<file path="config.mk">
export PLATFORM = sky130hd
export DESIGN_NAME = instr_fetch_queue_flat
export DESIGN_NICKNAME = d
export VERILOG_FILES = /design/src/rtl/instr_fetch_queue_if.sv /design/src/rtl/instr_fetch_queue.sv /design/src/flat_wrapper.sv
export SDC_FILE = /design/constraint.sdc
export NUM_CORES = 1
export LEC_CHECK = 0
export BUFFER_PORTS_ARGS = -buffer_cell sky130_fd_sc_hd__buf_4
export CORE_MARGIN = 1.5
export CORE_UTILIZATION = 46
export DETAILED_ROUTE_END_ITERATION = 10
export PLACE_DENSITY = 0.65
export SYNTH_ARGS = -nofsm -noshare
export SYNTH_HDL_FRONTEND = slang
export SYNTH_SLANG_ARGS = --single-unit
</file>
<file path="constraint.sdc">
create_clock -name clk -period 4.2 [get_ports clk]
set_input_delay 0.63 -clock clk [delete_from_list [all_inputs] [get_ports clk]]
set_output_delay 0.63 -clock clk [all_outputs]
set_load 0.01 [all_outputs]
</file>
<file path="src/rtl/instr_fetch_queue_if.sv">
// Bundle of the instruction-memory request/response channel and the decode
// handshake. The master modport is the fetch queue; the slave modport is the
// memory/decode side.
`timescale 1ns/1ps
interface instr_fetch_queue_if #(
    parameter int XLEN = 32
);
    logic            imem_req;
    logic [XLEN-1:0] imem_addr;
    logic            imem_gnt;
    logic            imem_rvalid;
    logic [XLEN-1:0] imem_rdata;
    logic            id_valid;
    logic [XLEN-1:0] id_pc;
    logic [XLEN-1:0] id_instr;
    logic            id_ready;

    modport master (
        output imem_req, imem_addr,
        input  imem_gnt, imem_rvalid, imem_rdata,
        output id_valid, id_pc, id_instr,
        input  id_ready
    );

    modport slave (
        input  imem_req, imem_addr,
        output imem_gnt, imem_rvalid, imem_rdata,
        input  id_valid, id_pc, id_instr,
        output id_ready
    );
endinterface

</file>
<file path="src/rtl/instr_fetch_queue.sv">
// Fetch stage between the program counter and decode. Requests are tagged with
// their PC in a tag FIFO, in-order responses are buffered in a small queue and
// presented to decode. A redirect (j_br) clears the queue and marks every
// still-in-flight response dead so it is discarded on return.
// Optional feature macro: IFQ_BYPASS_EN (live response straight to decode when
// the queue is empty).
`timescale 1ns/1ps
module instr_fetch_queue #(
    parameter int XLEN  = 32,
    parameter int DEPTH = 4
) (
    input  logic                   clk,
    input  logic                   reset,
    input  logic [XLEN-1:0]        fetch_pc,
    input  logic                   j_br,
    output logic                   pc_stall,
    output logic [$clog2(DEPTH):0] ifq_count,
    instr_fetch_queue_if.master    bus
);
    localparam int PTR_W = $clog2(DEPTH);
    localparam int CNT_W = PTR_W + 1;
    localparam logic [CNT_W-1:0] DEPTH_CNT = CNT_W'(DEPTH);

    logic [XLEN-1:0] q_pc_mem    [DEPTH];
    logic [XLEN-1:0] q_instr_mem [DEPTH];
    logic [XLEN-1:0] tag_mem     [DEPTH];

    logic [CNT_W-1:0] q_cnt_q, q_cnt_d;
    logic [CNT_W-1:0] out_q, out_d;
    logic [CNT_W-1:0] drop_q, drop_d;
    logic [PTR_W-1:0] q_rd_q, q_rd_d, q_wr_q, q_wr_d;
    logic [PTR_W-1:0] tag_rd_q, tag_rd_d, tag_wr_q, tag_wr_d;

    logic [CNT_W:0]   credit;
    logic             req, accept, rsp, live, push, pop, q_nonempty;
    logic [XLEN-1:0]  head_pc, head_instr, tag_head;
`ifdef IFQ_BYPASS_EN
    logic             byp_show, byp_take;
`endif

    // Request credit, response liveness and the decode-facing view of the head.
    always_comb begin
        credit     = {1'b0, out_q} + {1'b0, q_cnt_q};
        req        = !j_br && (credit < {1'b0, DEPTH_CNT});
        accept     = req && bus.imem_gnt;
        rsp        = bus.imem_rvalid && (out_q != '0);
        live       = rsp && (drop_q == '0) && !j_br;
        q_nonempty = (q_cnt_q != '0);
        pop        = q_nonempty && bus.id_ready && !j_br;
        head_pc    = q_pc_mem[q_rd_q];
        head_instr = q_instr_mem[q_rd_q];
        tag_head   = tag_mem[tag_rd_q];
`ifdef IFQ_BYPASS_EN
        byp_show     = live && !q_nonempty;
        byp_take     = byp_show && bus.id_ready;
        push         = live && !byp_take;
        bus.id_valid = q_nonempty || byp_show;
        bus.id_pc    = byp_show ? tag_head : head_pc;
        bus.id_instr = byp_show ? bus.imem_rdata : head_instr;
`else
        push         = live;
        bus.id_valid = q_nonempty;
        bus.id_pc    = head_pc;
        bus.id_instr = head_instr;
`endif
    end

    assign bus.imem_req  = req;
    assign bus.imem_addr = fetch_pc;
    assign pc_stall      = !accept;
    assign ifq_count     = q_cnt_q;

    // Next-state for queue pointers, in-flight count and dead-response count.
    always_comb begin
        q_cnt_d  = q_cnt_q;
        q_rd_d   = q_rd_q;
        q_wr_d   = q_wr_q;
        drop_d   = drop_q;
        out_d    = out_q + CNT_W'(accept) - CNT_W'(rsp);
        tag_wr_d = accept ? tag_wr_q + PTR_W'(1) : tag_wr_q;
        tag_rd_d = rsp    ? tag_rd_q + PTR_W'(1) : tag_rd_q;
        if (j_br) begin
            // Everything still in flight after this cycle is dead; recomputing
            // from the in-flight count keeps back-to-back redirects exact.
            q_cnt_d = '0;
            q_rd_d  = '0;
            q_wr_d  = '0;
            drop_d  = out_q - CNT_W'(rsp);
        end else begin
            q_rd_d  = pop  ? q_rd_q + PTR_W'(1) : q_rd_q;
            q_wr_d  = push ? q_wr_q + PTR_W'(1) : q_wr_q;
            q_cnt_d = q_cnt_q + CNT_W'(push) - CNT_W'(pop);
            drop_d  = drop_q - CNT_W'(rsp && (drop_q != '0));
        end
    end

    // Control state; asynchronous reset empties queue, tag FIFO and counters.
    always_ff @(posedge clk or posedge reset) begin
        if (reset) begin
            q_cnt_q  <= '0;
            q_rd_q   <= '0;
            q_wr_q   <= '0;
            out_q    <= '0;
            drop_q   <= '0;
            tag_rd_q <= '0;
            tag_wr_q <= '0;
        end else begin
            q_cnt_q  <= q_cnt_d;
            q_rd_q   <= q_rd_d;
            q_wr_q   <= q_wr_d;
            out_q    <= out_d;
            drop_q   <= drop_d;
            tag_rd_q <= tag_rd_d;
            tag_wr_q <= tag_wr_d;
        end
    end

    // Payload storage; contents are only meaningful under the pointers.
    always_ff @(posedge clk) begin
        if (accept) begin
            tag_mem[tag_wr_q] <= fetch_pc;
        end
        if (push) begin
            q_pc_mem[q_wr_q]    <= tag_head;
            q_instr_mem[q_wr_q] <= bus.imem_rdata;
        end
    end

    // A response with nothing in flight is a memory-side protocol violation.
    assert property (@(posedge clk) disable iff (reset) !(bus.imem_rvalid && (out_q == '0)));

endmodule

</file>
<file path="src/flat_wrapper.sv">
// flat-port wrapper written by rule: the top's interface ports become plain ports
module instr_fetch_queue_flat 
#(
    parameter int XLEN  = 32,
    parameter int DEPTH = 4
)
  (clk, reset, fetch_pc, j_br, pc_stall, ifq_count, bus_imem_req, bus_imem_addr, bus_imem_gnt, bus_imem_rvalid, bus_imem_rdata, bus_id_valid, bus_id_pc, bus_id_instr, bus_id_ready);
  instr_fetch_queue_if #(.XLEN(XLEN)) bus_i ();
  input  logic clk;
  input  logic reset;
  input  logic [XLEN-1:0] fetch_pc;
  input  logic j_br;
  output logic pc_stall;
  output logic [$clog2(DEPTH):0] ifq_count;
  output wire logic [$bits(bus_i.imem_req)-1:0] bus_imem_req;
  output wire logic [$bits(bus_i.imem_addr)-1:0] bus_imem_addr;
  input wire logic [$bits(bus_i.imem_gnt)-1:0] bus_imem_gnt;
  input wire logic [$bits(bus_i.imem_rvalid)-1:0] bus_imem_rvalid;
  input wire logic [$bits(bus_i.imem_rdata)-1:0] bus_imem_rdata;
  output wire logic [$bits(bus_i.id_valid)-1:0] bus_id_valid;
  output wire logic [$bits(bus_i.id_pc)-1:0] bus_id_pc;
  output wire logic [$bits(bus_i.id_instr)-1:0] bus_id_instr;
  input wire logic [$bits(bus_i.id_ready)-1:0] bus_id_ready;
  assign bus_imem_req = bus_i.imem_req;
  assign bus_imem_addr = bus_i.imem_addr;
  assign bus_i.imem_gnt = bus_imem_gnt;
  assign bus_i.imem_rvalid = bus_imem_rvalid;
  assign bus_i.imem_rdata = bus_imem_rdata;
  assign bus_id_valid = bus_i.id_valid;
  assign bus_id_pc = bus_i.id_pc;
  assign bus_id_instr = bus_i.id_instr;
  assign bus_i.id_ready = bus_id_ready;
  instr_fetch_queue #(.XLEN(XLEN), .DEPTH(DEPTH)) u_core (.clk(clk), .reset(reset), .fetch_pc(fetch_pc), .j_br(j_br), .pc_stall(pc_stall), .ifq_count(ifq_count), .bus(bus_i));
endmodule
</file>
## Yosys cells after proc, flatten, opt, wreduce, memory -nomap -nowiden

Memories as Yosys holds them, arrays and structs flattened.
Cells that the tools add are included.

- RAM bits: 384
- Word-level logic and storage cells: 48
- Flip-flop bits (word level): 17
- Input port bits: 70
- Memories: 3
- Output and inout port bits: 102

Memory list:

| name | depth | bits a word | read ports | clocked after memory_dff | wr ports | line | source |
|---|---|---|---|---|---|---|---|
| u_core.q_instr_mem | 4 | 32 | 1 | 0 | 1 | instr_fetch_queue.sv:25 | `logic [XLEN-1:0] q_instr_mem [DEPTH];` |
| u_core.q_pc_mem | 4 | 32 | 1 | 0 | 1 | instr_fetch_queue.sv:24 | `logic [XLEN-1:0] q_pc_mem [DEPTH];` |
| u_core.tag_mem | 4 | 32 | 1 | 0 | 1 | instr_fetch_queue.sv:26 | `logic [XLEN-1:0] tag_mem [DEPTH];` |

- Mux-type cells: 10
- Add/sub/neg operators: 11
- Magnitude comparators: 1
- Reduce and logical (&&, ||, !) cells: 16

Operator list:

| operator | number |
|---|---|
| 3-bit by 1-bit subtractor with 3-bit output | 4 |
| 3-bit nonzero test | 3 |
| 2-bit by 1-bit adder with 2-bit output, second input constant | 4 |
| 1-bit logical AND | 8 |
| 2-bit two-way mux | 4 |
| 3-bit by 1-bit adder with 3-bit output | 2 |
| 3-bit two-way mux | 2 |
| 3-bit by 3-bit adder with 4-bit output | 1 |
| 4-bit by 3-bit less-than comparator with 1-bit output, second input constant | 1 |
| 1-bit two-way mux | 4 |
| 2-bit nonzero test | 2 |
| 3-bit logical NOT | 1 |
| 1-bit logical NOT | 2 |

## Logic depth before layout (Yosys ltp)

- Depth in word-level cells: 7
- Gate-level depth with buffers: 9
- Mapped depth without buffers: 9

## Worst setup path before layout

No wires, ideal clock.

- Path kind: input -> register
- Start: in bus_imem_rvalid
- End: mem u_core.q_instr_mem[0][0] (enable)
- Library setup time: 429 ps
- Data required time: 3771 ps
- Stages: 3
- Setup slack: 1121 ps
- Path buffers: 0
- Data arrival time: 2650 ps
- Path through: o31ai_1 nor3_1 and2_1

- Longest elaborated chain between the ends: 5

RTL lines:

| what | line | source |
|---|---|---|
| start: declaration | flat_wrapper.sv:18 | `input wire logic [$bits(bus_i.imem_rvalid)-1:0] bus_imem_rvalid;` |
| 1-bit logical AND | instr_fetch_queue.sv:46 | `rsp = bus.imem_rvalid && (out_q != '0);` |
| 1-bit logical AND (2 in series) | instr_fetch_queue.sv:47 | `live = rsp && (drop_q == '0) && !j_br;` |
| 1-bit two-way mux | instr_fetch_queue.sv:123 | `if (push) begin` |
| 1-bit two-way mux (not written as such) | instr_fetch_queue.sv:125 | `q_instr_mem[q_wr_q] <= bus.imem_rdata;` |
| end: declaration | instr_fetch_queue.sv:25 |  |

No other way between the ends.

## Worst setup path after layout

- Start: reg u_core.q_rd_q[0]
- End: out bus_id_instr[22]

- Longest elaborated chain between the ends: 1

RTL lines:

| what | line | source |
|---|---|---|
| start: declaration | instr_fetch_queue.sv:31 | `logic [PTR_W-1:0] q_rd_q, q_rd_d, q_wr_q, q_wr_d;` |
| start signal: assignment | instr_fetch_queue.sv:109 | `q_rd_q <= q_rd_d;` |
| memory read 4 x 32 bit | - |  |
| end: declaration | flat_wrapper.sv:22 | `output wire logic [$bits(bus_i.id_instr)-1:0] bus_id_instr;` |

No other way between the ends.

==> flow_metrics.env <==
export IMPL_dieHeight_um=184
export IMPL_cp_common_cell="buf_4"
export IMPL_first_global_vias=7026
export IMPL_slowest_delay_ns=0.76
export IMPL_synth_area_mm2=0.0151
export IMPL_drtIter0Drc=358
export IMPL_endpoint_kind="primary output"
export IMPL_synth_cells=637
export IMPL_portBuffers=171
export IMPL_clk_latency_ns=0.52
export IMPL_cp_top_family="flip-flops"
export IMPL_yosysWarnings=0
export IMPL_rsz0062_at_grt="false"
export IMPL_synth_fp_nets=727
export IMPL_synth_top_cell_area_share_pct=76.2
export IMPL_ant_nets=0
export IMPL_grtUsageTotal_pct=15.9
export IMPL_layout_nets=889
export IMPL_num_rows=66
export IMPL_cts_made_buffers=41
export IMPL_gp_congestion=0.734
export IMPL_cts_num_sinks=401
export IMPL_leakagePower_nw=6.04
export IMPL_cap_violations=0
export IMPL_vdd_drop_max_v=0.000446
export IMPL_ff2ff_path_depth=4
export IMPL_worstReg2RegStart="u_core.ifq_count[2]$_DFF_PP0_"
export IMPL_cts_resized=0
export IMPL_postCtsSetupBuffers=0
export IMPL_wl_per_cell_um=20.8
export IMPL_cp_arrival_ns=2.56
export IMPL_outcome="completed"
export IMPL_die_w_um=184
export IMPL_postCtsHoldBufs=0
export IMPL_timing_final_crit_share_pct=76.0
export IMPL_ios=172
export IMPL_path_buf_inv=2
export IMPL_pwr_density_cell_mw_per_mm2=594
export IMPL_worstSetupPathType="reg2out"
export IMPL_whs_ns=0.212
export IMPL_hold_viol=0
export IMPL_gr_total_overflow=0
export IMPL_wirelength_um=26400
export IMPL_synth_yosys_seq_area_share_pct=79.0
export IMPL_setup_tns_final_ns=0
export IMPL_crit_path_cell_trace="buf_4 > mux4_2 > buf_4"
export IMPL_cp_max_fo=25
export IMPL_via_per_inst=5.22
export IMPL_min_period_ns=3.19
export IMPL_crit_path_start_kind="register"
export IMPL_clockRootBuffer="clkbuf_16"
export IMPL_die_area_mm2=0.0340
export IMPL_slowest_stage="dfrtp_4"
export IMPL_r2r_end="u_core.tag_mem[0][11]$_DFFE_PP_"
export IMPL_max_slew_worst_pin_slew_ns=1.05
export IMPL_cts_tree="built"
export IMPL_setup_violations_final=0
export IMPL_area_delta_synth_final_pct=18.8
export IMPL_maxSlewHeadroom_pct=30.3
export IMPL_avgSynthCellArea_um2=23.7
export IMPL_hp_class="in2async"
export IMPL_clockBufferDepth=3
export IMPL_synth_largest_area_cell="edfxtp_1"
export IMPL_dr_pass1_iters=4
export IMPL_grt_start_max_net_pins=66
export IMPL_clkTransAtPathRegs_ns=0.06
export IMPL_drv_slew=0
export IMPL_antenna_diode_count=0
export IMPL_htreeDepth=2
export IMPL_r2r_slack_ns=1.28
export IMPL_drc=0
export IMPL_core_area_mm2=0.0325
export IMPL_n_fill_cell=2450
export IMPL_cp_depth=3
export IMPL_grt_pass1_wl_um=40300
export IMPL_antenna_found_initial=0
export IMPL_clock_skew_final_ns=0.0133
export IMPL_synth_area_leaders="edfxtp_1, mux4_2, dfrtp_1"
export IMPL_dp_hpwl_um=15600
export IMPL_vias=6634
export IMPL_layout_drive_gt1_share_pct=40.8
export IMPL_ys_ff_latch=401
export IMPL_ys_types=28
export IMPL_initial_core_util_pct=46.6
export IMPL_fmax_mhz=313
export IMPL_required_ns=3.57
cell usage after synthesis, drive strengths merged:
library cell,instances
mux2i,2
clkbuf,11
a31oi,1
nor3,2
o21ai,3
a311oi,1
and2,8
mux4,96
xnor2,7
fa,2
nor2,6
or3,2
nor2b,1
inv,17
o31ai,2
xor2,4
nand2,2
o311ai,1
ha,18
nand3,2
a21oi,2
edfxtp,384
or4,1
mux2,1
buf,44
dfrtp,17
power by group:
part           total (mW)  internal [mW]  switching (mW)  leakage [nW]
combinational        2.01           1.09           0.918          1.73
sequential           5.18           4.85           0.326          3.67
clock                3.48           2.09            1.39         0.638
total                10.7           8.03            2.64          6.04
area by class of cell:
cell class	count	area (um^2)	area share, %
Sequential cell	401	12000	66.6
Multi-Input combinational cell	164	2790	15.5
Timing Repair Buffer	174	1310	7.27
Clock buffer	55	1140	6.35
Tap cell	442	553	3.08
Clock inverter	19	161	0.898
Inverter	17	63.8	0.355
cell families (layout without fill, tap and decap cells):
family / Yosys count / count (layout) / share of synthesized area, %
flip-flops: 401 / 401 / 79.0
AO/OA/AOI/OAI: 10 / 10 / 0.538
adder cells (fa/ha/maj): 20 / 20 / 1.75
buffers and inverters: 72 / 265 / 2.65
multiplexers: 99 / 99 / 14.5
AND/OR/NAND/NOR: 24 / 24 / 0.860
XOR/XNOR: 11 / 11 / 0.637
cells in the final DEF, fill, tap and decap left out, types with 2 or more instances in the layout:
cell type / count
xnor2_1: 7
bufinv_16: 3
dfrtp_2: 2
dfrtp_4: 2
edfxtp_1: 384
o31ai_1: 2
nand2_1: 2
nor3_1: 2
ha_1: 18
o21ai_0: 3
nor2_1: 6
nand3_1: 2
mux2i_1: 2
inv_1: 17
fa_1: 2
and2_2: 4
buf_4: 174
clkbuf_8: 2
clkbuf_16: 43
xor2_1: 4
and2_4: 4
clkinv_2: 5
dfrtp_1: 13
or3_1: 2
clkinv_1: 10
mux4_2: 96
clkbuf_1: 10
a21oi_1: 2
sequential cells by signal, indices dropped and copies added, names as in the netlist:
name                cells
u_core.ifq_count        3
u_core.out_q            3
u_core.tag_mem        128
u_core.drop_q           3
u_core.q_wr_q           2
u_core.q_pc_mem       128
u_core.q_instr_mem    128
u_core.tag_rd_q         2
u_core.q_rd_q           2
u_core.tag_wr_q         2
worst max path at each step:
stage | from | end | slack (ns)
floorplan | bus_imem_rvalid | u_core.q_instr_mem[0][0]$_DFFE_PP_ | 1.12
global placement | j_br | u_core.tag_mem[2][15]$_DFFE_PP_ | 1.25
detailed placement | j_br | u_core.tag_mem[1][15]$_DFFE_PP_ | 1.13
CTS | u_core.q_rd_q[0]$_DFFE_PP0P_ | bus_id_instr[22] | 0.89
global route | u_core.q_rd_q[0]$_DFFE_PP0P_ | bus_id_instr[24] | 0.81
finish | u_core.q_rd_q[0]$_DFFE_PP0P_ | bus_id_instr[22] | 1.01
stage by stage:
stage | power, mW | instances | setup slack (ns) | utilization, % | area, um^2
after global routing | 11.1 | 1272 | 0.807 | 55.4 | 18000
after detailed placement | 7.33 | 1198 | 1.13 | 51.4 | 16700
after floorplan | 6.52 | 637 | 1.12 | - | 15100
after CTS | 10.8 | 1272 | 0.893 | 55.4 | 18000
final | 10.7 | 1272 | 1.01 | 55.4 | 18000
after global placement | 7.25 | 1198 | 1.25 | 51.4 | 16700
per-layer routing:
layer  GRT usage [%]  vias up  part of all wire, %
li1                -     2935                    -
met1            19.5     3494                   41
met2            28.9      167                   53
met3            2.53       38                  3.8
met4            5.02        0                  2.1
met5               0        -                    0
(Power assumes the default switching activity.)
